`src/rtl/dpram_ultrasonic_if.sv`:
```
// Port-2 bus of the shared dual-port RAM.
// The master drives address, write data and strobes; the RAM returns read data.
interface dpram_ultrasonic_if;
    logic [7:0]  addr;
    logic [15:0] d_in;
    logic [15:0] d_out;
    logic        rd;
    logic        wr;

    modport master (
        output addr,
        output d_out,
        output rd,
        output wr,
        input  d_in
    );

    modport slave (
        input  addr,
        input  d_out,
        input  rd,
        input  wr,
        output d_in
    );
endinterface

```
`src/rtl/dpram_ultrasonic_core.sv`:
```
// HC-SR04 sequencer driven through a RAM mailbox on port 2.
// Polls CMD, triggers, times the echo, then writes DIST, COUNT and STATUS.
module dpram_ultrasonic_core #(
    parameter int         CLKS_PER_US = 50,
    parameter int         TRIG_US     = 10,
    parameter int         TIMEOUT_US  = 30000,
    parameter logic [7:0] ADDR_BASE   = 8'h00
) (
    input  logic               clk,
    input  logic               rst,
    dpram_ultrasonic_if.master bus,
    input  logic               echo,
    output logic               trig
);
    typedef enum logic [3:0] {
        POLL,
        CHECK,
        CLRCMD,
        BUSY,
        TRIG,
        WAIT_HI,
        MEASURE,
        WRDIST,
        WRCNT,
        WRSTAT
    } state_t;

    localparam int PW = (CLKS_PER_US > 1) ? $clog2(CLKS_PER_US) : 1;
    localparam logic [PW-1:0] PRE_LAST = PW'(CLKS_PER_US - 1);
    localparam logic [15:0] TRIG_LAST = 16'(TRIG_US - 1);
    localparam logic [15:0] TMO_LAST  = 16'(TIMEOUT_US - 1);
    localparam logic [15:0] TMO_MAX   = 16'(TIMEOUT_US);

    state_t        state;
    logic [PW-1:0] presc;
    logic          tick;
    logic [15:0]   us;
    logic [15:0]   count;
    logic          tmo;
    logic          echo_m;
    logic          echo_s;
    logic          unused_ok;

    assign tick      = (presc == PRE_LAST);
    assign unused_ok = ^bus.d_in[15:1];

    always_ff @(posedge clk) begin
        if (!rst) begin
            echo_m <= 1'b0;
            echo_s <= 1'b0;
        end else begin
            echo_m <= echo;
            echo_s <= echo_m;
        end
    end

    // Each bus cycle is set up on the edge entering the state that owns it.
    always_ff @(posedge clk) begin
        if (!rst) begin
            state     <= POLL;
            trig      <= 1'b0;
            bus.rd    <= 1'b0;
            bus.wr    <= 1'b0;
            bus.addr  <= 8'h00;
            bus.d_out <= 16'h0000;
            presc     <= '0;
            us        <= 16'h0000;
            count     <= 16'h0000;
            tmo       <= 1'b0;
        end else begin
            bus.rd <= 1'b0;
            bus.wr <= 1'b0;
            presc  <= tick ? '0 : presc + 1'b1;
            unique case (state)
                POLL: begin
                    if (bus.rd) begin
                        state <= CHECK;
                    end else begin
                        bus.rd   <= 1'b1;
                        bus.addr <= ADDR_BASE;
                    end
                end
                CHECK: begin
                    if (bus.d_in[0]) begin
                        state     <= CLRCMD;
                        bus.wr    <= 1'b1;
                        bus.addr  <= ADDR_BASE;
                        bus.d_out <= 16'h0000;
                    end else begin
                        state    <= POLL;
                        bus.rd   <= 1'b1;
                        bus.addr <= ADDR_BASE;
                    end
                end
                CLRCMD: begin
                    state     <= BUSY;
                    bus.wr    <= 1'b1;
                    bus.addr  <= ADDR_BASE + 8'd1;
                    bus.d_out <= 16'h0001;
                end
                BUSY: begin
                    state <= TRIG;
                    trig  <= 1'b1;
                    presc <= '0;
                    us    <= 16'h0000;
                    tmo   <= 1'b0;
                end
                TRIG: begin
                    if (tick) begin
                        if (us == TRIG_LAST) begin
                            state <= WAIT_HI;
                            trig  <= 1'b0;
                            presc <= '0;
                            us    <= 16'h0000;
                        end else begin
                            us <= us + 16'd1;
                        end
                    end
                end
                WAIT_HI: begin
                    if (echo_s) begin
                        state <= MEASURE;
                        presc <= '0;
                        us    <= 16'h0000;
                    end else if (tick && us == TMO_LAST) begin
                        state     <= WRDIST;
                        tmo       <= 1'b1;
                        bus.wr    <= 1'b1;
                        bus.addr  <= ADDR_BASE + 8'd2;
                        bus.d_out <= 16'hFFFF;
                    end else if (tick) begin
                        us <= us + 16'd1;
                    end
                end
                MEASURE: begin
                    if (!echo_s) begin
                        state     <= WRDIST;
                        bus.wr    <= 1'b1;
                        bus.addr  <= ADDR_BASE + 8'd2;
                        bus.d_out <= us;
                    end else if (us >= TMO_MAX) begin
                        state     <= WRDIST;
                        tmo       <= 1'b1;
                        bus.wr    <= 1'b1;
                        bus.addr  <= ADDR_BASE + 8'd2;
                        bus.d_out <= 16'hFFFF;
                    end else if (tick && us != 16'hFFFF) begin
                        us <= us + 16'd1;
                    end
                end
                WRDIST: begin
                    state     <= WRCNT;
                    count     <= count + 16'd1;
                    bus.wr    <= 1'b1;
                    bus.addr  <= ADDR_BASE + 8'd3;
                    bus.d_out <= count + 16'd1;
                end
                WRCNT: begin
                    state     <= WRSTAT;
                    bus.wr    <= 1'b1;
                    bus.addr  <= ADDR_BASE + 8'd1;
                    bus.d_out <= {13'b0, tmo, 2'b10};
                end
                WRSTAT: begin
                    state    <= POLL;
                    bus.rd   <= 1'b1;
                    bus.addr <= ADDR_BASE;
                end
                default: state <= POLL;
            endcase
        end
    end
endmodule

```
`src/flat_wrapper.sv`:
```
// flat-port wrapper written by rule: the top's interface ports become plain ports
module dpram_ultrasonic_core_flat 
#(
    parameter int         CLKS_PER_US = 50,
    parameter int         TRIG_US     = 10,
    parameter int         TIMEOUT_US  = 30000,
    parameter logic [7:0] ADDR_BASE   = 8'h00
)
  (clk, rst, echo, trig, bus_addr, bus_d_out, bus_rd, bus_wr, bus_d_in);
  dpram_ultrasonic_if bus_i ();
  input  logic clk;
  input  logic rst;
  input  logic echo;
  output logic trig;
  output wire logic [$bits(bus_i.addr)-1:0] bus_addr;
  output wire logic [$bits(bus_i.d_out)-1:0] bus_d_out;
  output wire logic [$bits(bus_i.rd)-1:0] bus_rd;
  output wire logic [$bits(bus_i.wr)-1:0] bus_wr;
  input wire logic [$bits(bus_i.d_in)-1:0] bus_d_in;
  assign bus_addr = bus_i.addr;
  assign bus_d_out = bus_i.d_out;
  assign bus_rd = bus_i.rd;
  assign bus_wr = bus_i.wr;
  assign bus_i.d_in = bus_d_in;
  dpram_ultrasonic_core #(.CLKS_PER_US(CLKS_PER_US), .TRIG_US(TRIG_US), .TIMEOUT_US(TIMEOUT_US), .ADDR_BASE(ADDR_BASE)) u_core (.clk(clk), .rst(rst), .bus(bus_i), .echo(echo), .trig(trig));
endmodule
```
`config.mk`:
```
export PLATFORM = sky130hd
export DESIGN_NAME = dpram_ultrasonic_core_flat
export DESIGN_NICKNAME = d
export VERILOG_FILES = /design/src/rtl/dpram_ultrasonic_if.sv /design/src/rtl/dpram_ultrasonic_core.sv /design/src/flat_wrapper.sv
export SDC_FILE = /design/constraint.sdc
export NUM_CORES = 1
export LEC_CHECK = 0
export ABC_AREA = 1
export CELL_PAD_IN_SITES_DETAIL_PLACEMENT = 1
export CELL_PAD_IN_SITES_GLOBAL_PLACEMENT = 2
export CORE_MARGIN = 2
export CORE_UTILIZATION = 33
export DETAILED_ROUTE_END_ITERATION = 7
export PLACE_DENSITY_LB_ADDON = 0.1
export SETUP_SLACK_MARGIN = 0.4
export SLEW_MARGIN = 20
export SYNTH_ARGS = -nofsm -noshare
export SYNTH_HDL_FRONTEND = slang
export SYNTH_SLANG_ARGS = --single-unit
```
`constraint.sdc`:
```
create_clock -name clk -period 4.48 [get_ports clk]
set_input_delay 0.896 -clock clk [delete_from_list [all_inputs] [get_ports clk]]
set_output_delay 0.896 -clock clk [all_outputs]
set_load 0.02 [all_outputs]
```
==> impl_metrics.csv <==
group,metric,value,unit
clock_tree,ctsLongestPathBuffers,2,
synth,ys_seq_area_share,32.6,%
synth,synth_area_leaders,"dfxtp_1, nand2_1, nor2_1, a21oi_1, nand3_1",
final_layout,area_growth_syn_to_layout,14.3,%
synth,synth_top_area_share,32.6,%
detailed_routing,via_per_inst,5.01,
final_layout,antennaDiodeCount,0,
worst_hold_path,hold_path_class,"register to register",
worst_setup_path,cp-end-kind,"register",
sta,hold_violations,0,
detailed_routing,ant_nets,0,
placement,place.gp.congestion,0.822,
clock_tree,cts_resized,0,
sta,fin_crit,2.56,ns
worst_setup_path,reg2reg_from,"u_core.us[15]",
clock_tree,cts_root_buf,"clkbuf_16",
worst_hold_path,hold_depth,2,
detailed_routing,vias,4028,
worst_setup_path,crit_path_max_incr_delay,0.55,ns
floorplan,start_util,33.8,%
floorplan,core,0.0120,sq mm
floorplan,num_io_pins,46,
detailed_routing,wire_per_inst,15.2,microns
worst_hold_path,holdPathEnd,"u_core.echo_s",
clock_tree,cts_tree,"yes",
detailed_routing,drt_iter0_drc,129,
synth,yosysTopAreaCell,"dfxtp_1",
final_layout,fin_util,38.6,%
grt,grt_max_degree,41,
run_status,status,"completed",
sta,grt_setup_unrepaired,"no",
clock_tree,cts_buffers,9,
sta,relSlewSlack,61.3,%
clock_tree,clk_pin_slew,0.06,ns
final_layout,multi_input_area,0.00230,sq mm
pwr,cellPowerDensity,350,mW/mm^2
detailed_routing,routed_wl,12200,microns
floorplan,dieArea,0.0132,sq mm
detailed_routing,drc,0,
worst_setup_path,crit_path_top_delay_cell,"nand3_2",
worst_setup_path,path_class,"register to register",
grt,antenna_found_initial,0,
worst_setup_path,crit_required,4.71,ns
sta,maxSlewViolCount,0,
placement,hpwl,9010,microns
sta,fmax,391,MHz
pwr,peakVddDrop,0.182,mV
placement,io_buffers,24,
placement,place_ws,1.81,ns
floorplan,fp.dieW,115,microns
worst_hold_path,hp-start,"u_core.echo_m",
final_layout,postLayoutCellArea,0.00464,sq mm
floorplan,die_h,115,microns
worst_setup_path,rr_worst_depth,9,
worst_setup_path,arrival,2.78,ns
grt,first_global_vias,4069,
grt,gr-total-overflow,0,
final_layout,fillCellCount,1582,
clock_tree,cts_setup_buffers,0,
sta,period_share,57.1,%
grt,grt_use_total,19.9,%
clock_tree,clkLatencyLatePin,0.34,ns
final_layout,layout-drive-gt1-share,8.07,%
sta,setup_viol,0,
grt,grt_pass1_wl,20400,microns
worst_setup_path,reg2reg_to,"u_core.us[8]",
synth,yosysWarnings,0,
sta,setup_tns,0,ns
worst_setup_path,crit_chain,"inv_2, nand2_1, nor2_2, a21oi_1, nand2_1, nand2_2, nand3_2, a21oi_1, nor2_1",
floorplan,rows,40,
pwr,leakage,1.95,nW
sta,fin_ws,1.92,ns
synth,ys_ff_latch,66,
synth,synth_area_per_cell,6.34,sq um
final_layout,nNetsFinal,677,
clock_tree,clock-sinks,66,
synth,syn-cell-area,0.00406,sq mm
worst_setup_path,cp_max_fo,24,
clock_tree,htreeDepth,3,
clock_tree,holdBufCountCts,0,
placement,placed_cell_area,0.00432,sq mm
job,drv_cap,0,
synth,ys_types,35,
worst_setup_path,rrSetupSlack,1.92,ns
final_layout,seqCellArea,0.00132,sq mm
synth,syn_inst,640,
sta,fin_skew,0.00849,ns
detailed_routing,drt_first_pass_iters,4,
sta,tightest_slew,0.579,ns
worst_setup_path,cp-start-kind,"register",
-- area by class of cell --
cell class / instances / area share [%]
Multi-Input combinational cell: 481 / 49.6
Sequential cell: 66 / 28.5
Timing Repair Buffer: 26 / 5.50
Inverter: 68 / 5.50
Clock buffer: 11 / 5.23
Tap cell: 147 / 3.96
Clock inverter: 5 / 1.67
-- stage by stage --
step / std cells / hold slack, ns / total power (W)
6_report: 804 / 0.433 / 0.00162
5_1_grt: 804 / 0.454 / 0.00170
4_1_cts: 804 / 0.433 / 0.00165
3_5_place_dp: 788 / 0.404 / 0.000861
3_3_place_gp: 788 / 0.408 / 0.000858
2_1_floorplan: 645 / 0.390 / 0.000806
-- flip-flops by register name (all words and copies together), names as in the netlist --
signal / cells
u_core.bus.d_out: 16
u_core.count: 16
u_core.us: 16
u_core.presc: 6
u_core.state: 4
u_core.bus.addr: 2
u_core.bus.rd: 1
u_core.bus.wr: 1
u_core.echo_m: 1
u_core.echo_s: 1
u_core.tmo: 1
u_core.trig: 1
-- cells in the mapped netlist, drive strengths merged --
cell type	count
and3	1
clkbuf	5
o21ai	20
nand4	23
inv	68
a211oi	2
xnor2	1
nor3b	1
nand2	185
buf	25
o2111ai	1
a31oi	3
nand3	58
ha	6
or2	2
dfxtp	66
nor2	97
a21oi	57
xor2	4
nor3	6
o211ai	2
conb	1
nand3b	1
o21bai	5
-- cell families after synthesis --
family                   after synthesis  share of synthesized area (%)
flip-flops                            66                           32.6
buffers and inverters                 98                           11.2
other                                  1                         0.0924
adder cells (fa/ha/maj)                6                           1.85
AO/OA/AOI/OAI                         90                           12.0
AND/OR/NAND/NOR                      374                           41.2
XOR/XNOR                               5                           1.08
-- worst max-delay path, delay by kind of cell (launching register included) --
family | cells | cell delay, ns
compound gates | 2 | 0.55
buf+inv | 1 | 0.09
flops | 1 | 0.41
simple gates | 6 | 1.39
-- layer usage --
layer	part of all wire (%)	vias to the layer above	global-route usage, %
met3	3.3	7	4.48
met5	0	-	0
met1	49	1894	26.4
li1	-	2078	-
met4	0.88	0	4.74
met2	47	49	32.8
-- power breakdown --
part	switching [W]	internal, W
clock network	0.000276	0.000501
logic	0.000151	0.0000671
registers	0.0000203	0.000608
-- layout by cell type (no fill, tap or decap), types with 2 or more instances in the layout --
| cell | n |
|---|---|
| a211oi_1 | 2 |
| a21oi_1 | 55 |
| a21oi_2 | 2 |
| a31oi_1 | 3 |
| buf_4 | 2 |
| bufinv_16 | 2 |
| clkbuf_16 | 9 |
| clkdlybuf4s50_1 | 24 |
| clkinv_2 | 2 |
| conb_1 | 6 |
| dfxtp_1 | 66 |
| ha_1 | 6 |
| inv_1 | 62 |
| inv_2 | 6 |
| nand2_1 | 176 |
| nand2_2 | 9 |
| nand3_1 | 53 |
| nand3_2 | 3 |
| nand3_4 | 2 |
| nand4_1 | 23 |
| nor2_1 | 85 |
| nor2_2 | 7 |
| nor2_4 | 5 |
| nor3_1 | 6 |
| o211ai_1 | 2 |
| o21ai_0 | 17 |
| o21ai_1 | 3 |
| o21bai_1 | 5 |
| or2_2 | 2 |
| xor2_1 | 4 |
-- worst max-delay path by stage --
stage	startpoint	cells past startpoint	to
3_3_place_gp	bus_d_in[0]	7	u_core.bus.d_out[0]
5_1_grt	u_core.us[15]	10	u_core.us[12]
2_1_floorplan	bus_d_in[0]	7	u_core.bus.d_out[11]
3_5_place_dp	bus_d_in[0]	7	u_core.bus.d_out[0]
4_1_cts	u_core.us[15]	9	u_core.us[0]
6_report	u_core.us[15]	9	u_core.us[8]
Power figures use the tool's default switching activity.
